[config.mk]
export PLATFORM = sky130hd
export DESIGN_NAME = fb_write_arbiter
export DESIGN_NICKNAME = d
export VERILOG_FILES = /design/src/rtl/fb_write_arbiter_pkg.sv /design/src/rtl/fb_write_arbiter_rr_arb2.sv /design/src/rtl/fb_write_arbiter.sv
export SDC_FILE = /design/constraint.sdc
export NUM_CORES = 1
export LEC_CHECK = 0
export CAP_MARGIN = 0
export CORE_UTILIZATION = 68
export DETAILED_ROUTE_END_ITERATION = 10
export DONT_BUFFER_PORTS = 1
export GPL_TIMING_DRIVEN = 0
export PLACE_DENSITY = 0.84
export SKIP_LAST_GASP = 1
export SLEW_MARGIN = 30
export SYNTH_ARGS = -nofsm -noshare
export SYNTH_HDL_FRONTEND = slang
export SYNTH_SLANG_ARGS = --single-unit
[constraint.sdc]
create_clock -name clk -period 6.6 [get_ports clk]
set_input_delay 1.32 -clock clk [delete_from_list [all_inputs] [get_ports clk]]
set_output_delay 1.32 -clock clk [all_outputs]
set_load 0.03 [all_outputs]
[src/rtl/fb_write_arbiter_pkg.sv]
// Frame buffer write arbiter: shared constants and state encoding.
// Sized for an 800x480 panel stored as 16-pixel words.
package fb_write_arbiter_pkg;

  localparam int FB_WORDS  = 24000;
  localparam int FB_ADDR_W = 16;
  localparam int FB_WORD_W = 16;

  typedef enum logic {
    ARB   = 1'b0,
    CLEAR = 1'b1
  } state_t;

endpackage

[src/rtl/fb_write_arbiter_rr_arb2.sv]
// Two-way round-robin grant; last names the requester
// that won the previous handshake.
module rr_arb2 (
  input  logic [1:0] req,
  input  logic       last,
  output logic [1:0] grant
);

  // On a tie, favour the requester that did not win last time.
  always_comb begin
    grant = 2'b00;
    case (req)
      2'b01:   grant = 2'b01;
      2'b10:   grant = 2'b10;
      2'b11:   grant = last ? 2'b01 : 2'b10;
      default: grant = 2'b00;
    endcase
  end

endmodule

[src/rtl/fb_write_arbiter.sv]
// Frame buffer write port shared by two requesters plus a
// full-screen fill engine; one word written per cycle.
module fb_write_arbiter
  import fb_write_arbiter_pkg::*;
#(
  parameter int WORDS  = FB_WORDS,
  parameter int ADDR_W = FB_ADDR_W
) (
  input  logic                 clk,
  input  logic                 reset_n,
  input  logic                 clear_req,
  input  logic [FB_WORD_W-1:0] clear_pattern,
  output logic                 clear_busy,
  input  logic                 req0_valid,
  input  logic [ADDR_W-1:0]    req0_addr,
  input  logic [FB_WORD_W-1:0] req0_data,
  output logic                 req0_ready,
  input  logic                 req1_valid,
  input  logic [ADDR_W-1:0]    req1_addr,
  input  logic [FB_WORD_W-1:0] req1_data,
  output logic                 req1_ready,
  output logic [ADDR_W-1:0]    fb_write_address,
  output logic [FB_WORD_W-1:0] fb_data_in,
  output logic                 fb_load,
  output logic                 oob_flag
);

  localparam logic [ADDR_W:0]   WORDS_X = (ADDR_W+1)'(WORDS);
  localparam logic [ADDR_W-1:0] LAST    = ADDR_W'(WORDS - 1);

  state_t                 state;
  logic                   last_grant;
  logic [ADDR_W-1:0]      fill_cnt;
  logic [FB_WORD_W-1:0]   pattern;
  logic [1:0]             arb_req;
  logic [1:0]             grant;
  logic                   hs;
  logic [ADDR_W-1:0]      sel_addr;
  logic [FB_WORD_W-1:0]   sel_data;
  logic                   sel_oob;

  // Requests only compete in ARB, and a fill request
  // pre-empts them on the cycle it arrives.
  always_comb begin
    arb_req = 2'b00;
    if (state == ARB && !clear_req)
      arb_req = {req1_valid, req0_valid};
  end

  rr_arb2 u_arb (
    .req   (arb_req),
    .last  (last_grant),
    .grant (grant)
  );

  assign req0_ready = grant[0];
  assign req1_ready = grant[1];
  assign hs         = |grant;
  assign sel_addr   = grant[1] ? req1_addr : req0_addr;
  assign sel_data   = grant[1] ? req1_data : req0_data;
  assign sel_oob    = {1'b0, sel_addr} >= WORDS_X;

  // Control FSM with registered write port and status outputs.
  always_ff @(posedge clk or negedge reset_n) begin
    if (!reset_n) begin
      state            <= ARB;
      last_grant       <= 1'b1;
      fill_cnt         <= '0;
      pattern          <= '0;
      fb_load          <= 1'b0;
      fb_write_address <= '0;
      fb_data_in       <= '0;
      clear_busy       <= 1'b0;
      oob_flag         <= 1'b0;
    end else begin
      unique case (state)
        ARB: begin
          if (clear_req) begin
            state            <= CLEAR;
            pattern          <= clear_pattern;
            fill_cnt         <= '0;
            fb_load          <= 1'b1;
            fb_write_address <= '0;
            fb_data_in       <= clear_pattern;
            clear_busy       <= 1'b1;
          end else if (hs) begin
            last_grant <= grant[1];
            if (sel_oob) begin
              oob_flag <= 1'b1;
              fb_load  <= 1'b0;
            end else begin
              fb_load          <= 1'b1;
              fb_write_address <= sel_addr;
              fb_data_in       <= sel_data;
            end
          end else begin
            fb_load <= 1'b0;
          end
        end
        CLEAR: begin
          if (fill_cnt == LAST) begin
            state      <= ARB;
            fill_cnt   <= '0;
            fb_load    <= 1'b0;
            clear_busy <= 1'b0;
          end else begin
            fill_cnt         <= fill_cnt + 1'b1;
            fb_write_address <= fill_cnt + 1'b1;
            fb_data_in       <= pattern;
            fb_load          <= 1'b1;
          end
        end
        default: state <= ARB;
      endcase
    end
  end

endmodule

==> flow_summary_export.csv <==
group,metric,value,unit
outcome,status,"finished, final reports clean",
final_layout,layout_common_cells,"dfrtp_1 (68), nand2_1 (52), a21oi_1 (40)",
placed_design,portBuffers,0,
floorplan,fp.dieH,77.4,um
final_layout,layout.cells.non_filler,495,
timing,finalHoldViolCount,0,
placed_design,dpl.hpwl,7170,um
timing,fin_worst_skew,10.7,ps
timing,slew_headroom,52.5,%
worst_setup_path,path_cells,"buf_2, nor2_1, clkbuf_1, nand2_1, a21oi_1",
clocking,cts_buffers,9,
worst_setup_path,startpoint_type,"primary input",
worst_setup_path,arrival,3040,ps
yosys,synthFlopType,"dfrtp_1",
clocking,worstSkewPairLatency,340,ps
clocking,cts_setup_buffers,0,
floorplan,num_rows,27,
yosys,synth_edf_count,0,
final_layout,antenna_cells,0,
final_layout,nets,505,
yosys,synth_area_leaders,"dfrtp_1 (44%), mux2i_1 (8.3%), a21oi_1 (5.2%)",
final_layout,nFillCells,397,
yosys,synth_nets,494,
clocking,cts.sink_count,69,
placed_design,place.gp.congestion,0.955,
yosys,netlist.area_leader.share,44.0,%
yosys,yosys_warnings,0,
timing,timing.hold.ws,491,ps
global_route,grt.total_usage,34.0,%
worst_setup_path,criticalPathCategory,"in -> out",
timing,period_needed,4360,ps
routing,num_vias,3265,
routing,wl,9800,um
floorplan,dieArea,0.00599,mm2
routing,route.detailed.drc,0,
clocking,postCtsHoldBufs,0,
global_route,grt_pass1_vias,3050,
timing,min_period_over_period,66.1,%
routing,postRouteAntennaNets,0,
placed_design,dp.cells,480,
final_layout,syn_to_final_growth,6.99,%
floorplan,core_area,0.00551,mm2
clocking,htree_levels,3,
final_layout,regArea,0.00173,mm2
final_layout,finalCoreUtilization,75.1,%
clocking,path_clk_slew,70,ps
yosys,ys_seq_area_share,44.7,%
yosys,syn_inst,408,
floorplan,initial_core_util,70.2,%
timing,final-setup-viol-count,0,
power_and_ir_drop,ir_worst_vdd,282,uV
clocking,post_cts_resized,0,
timing,rsz0062_at_grt,"no",
min_path,hold_class,"reg -> reg",
floorplan,ioPinCount,122,
run,drv_cap,0,
timing,fmax,229,MHz
clocking,root_buffer,"clkbuf_8",
global_route,grt_max_degree,70,
timing,slew_viol_final,0,
routing,wire_per_inst,19.8,um
power_and_ir_drop,power-per-cell-area,291,mW/mm2
final_layout,design_area,0.00414,mm2
timing,final.setup.tns,0,ps
final_layout,multi_input_area,0.00185,mm2
timing,tightestPinTransition,714,ps
routing,first_pass_iters,7,
global_route,grt_pass1_wl,15400,um
worst_setup_path,cp_max_fo,10,
yosys,synth.avg_cell_area,9.48,um2
floorplan,dieWidth,77.4,um
placed_design,placed_cell_area,0.00396,mm2
power_and_ir_drop,power_leakage,1.89,nW
final_layout,final_layout_size_suffix_gt1_share,8.51,%
routing,routed_via_density,6.60,
routing,drtIter0Drc,292,
global_route,antenna_found_initial,0,
yosys,syn_area,0.00387,mm2
worst_setup_path,critPathSlowestCell,"a21oi_1",
yosys,post-synth-top-area-cell,"dfrtp_1",
worst_setup_path,cp_data_required_time,5280,ps
yosys,yosys.cell_types.count,44,
final_layout,final_common_cell,"dfrtp_1",
yosys,async_reset_ff_share,100,%
yosys,synth-seq-cells,69,
worst_setup_path,critPathMaxStageDelay,580,ps
clocking,clock_path_buffers,2,
clocking,cts_tree,"yes",
worst_setup_path,crit_path_end_kind,"output port",
global_route,overflow,0,
-- power by group --
group          leakage [nW]  total [mW]  internal (mW)  switching, mW
clock network        0.0919       0.330          0.171          0.159
logic                 0.937       0.233          0.105          0.128
registers             0.856       0.640          0.498          0.142
-- synthesized netlist by cell type, types with 2 or more instances --
cell	count
and4_1	4
a21oi_1	40
nor3b_1	2
buf_1	2
o22ai_1	9
mux2_1	11
clkbuf_1	23
nand2_1	52
a22o_1	6
a31oi_1	7
mux2_2	6
buf_4	2
xor2_1	8
a2111oi_2	2
nand3_1	5
a221oi_1	16
inv_1	38
o2bb2ai_1	2
xnor2_1	6
a21o_1	4
nand4_1	10
nor2_1	9
buf_6	2
o21ai_0	20
and2_1	3
buf_2	3
mux2i_1	32
dfrtp_1	68
-- worst max-delay path: cells and delay by family --
kind / cells / cell delay [ps]
buf+inv: 2 / 640
simple gates: 2 / 490
compound gates: 1 / 580
-- kinds of logic after synthesis --
family	synth area share, %
AOI/OAI and AO/OA	19.5
xor gates and xnor gates	3.17
buffers and inverters	7.47
adders and majority gates	0.323
DFF	44.7
and+or+nand+nor	11.6
muxes	13.2
-- flip-flops by register name, indices dropped and copies added (netlist names) --
register          flops
pattern              16
fb_write_address     16
last_grant            1
fb_data_in           16
clear_busy            1
oob_flag              1
fb_load               1
fill_cnt             16
state                 1
-- final timing paths --
path,startpoint,end,slack [ps],cells after the start
min reg2reg,pattern[12],pattern[12],490,2
min in group asynchronous,reset_n,fb_data_in[6],660,0
min,pattern[12],pattern[12],490,2
max in group asynchronous,reset_n,last_grant,5750,0
max reg2reg,state,fb_write_address[13],3940,8
max,clear_req,req0_ready,2240,5
-- layout make-up --
| cell class | count | area share (%) |
|---|---|---|
| buffer | 32 | 3.54 |
| clock buffer | 10 | 3.08 |
| clock inverter | 5 | 1.27 |
| inverter | 38 | 3.45 |
| multi-input combinational | 269 | 44.7 |
| sequential | 69 | 41.8 |
| tap | 72 | 2.18 |
-- metrics by stage --
| step | worst slack [ps] | total power [mW] |
|---|---|---|
| 2_1_floorplan | 2720 | 0.809 |
| 3_3_place_gp | 2320 | 0.857 |
| 3_5_place_dp | 2260 | 0.874 |
| 4_1_cts | 2250 | 1.20 |
| 5_1_grt | 2160 | 1.25 |
| 6_report | 2240 | 1.20 |
-- routing by layer --
metal	part of all wire (%)	GRT usage, %	vias up
li1	-	-	1474
met1	40	44.2	1580
met3	9.1	7.88	25
met2	50	55.9	186
met5	0	0	-
met4	1.8	12.1	0
No activity file was read; power rests on OpenSTA's default activity.
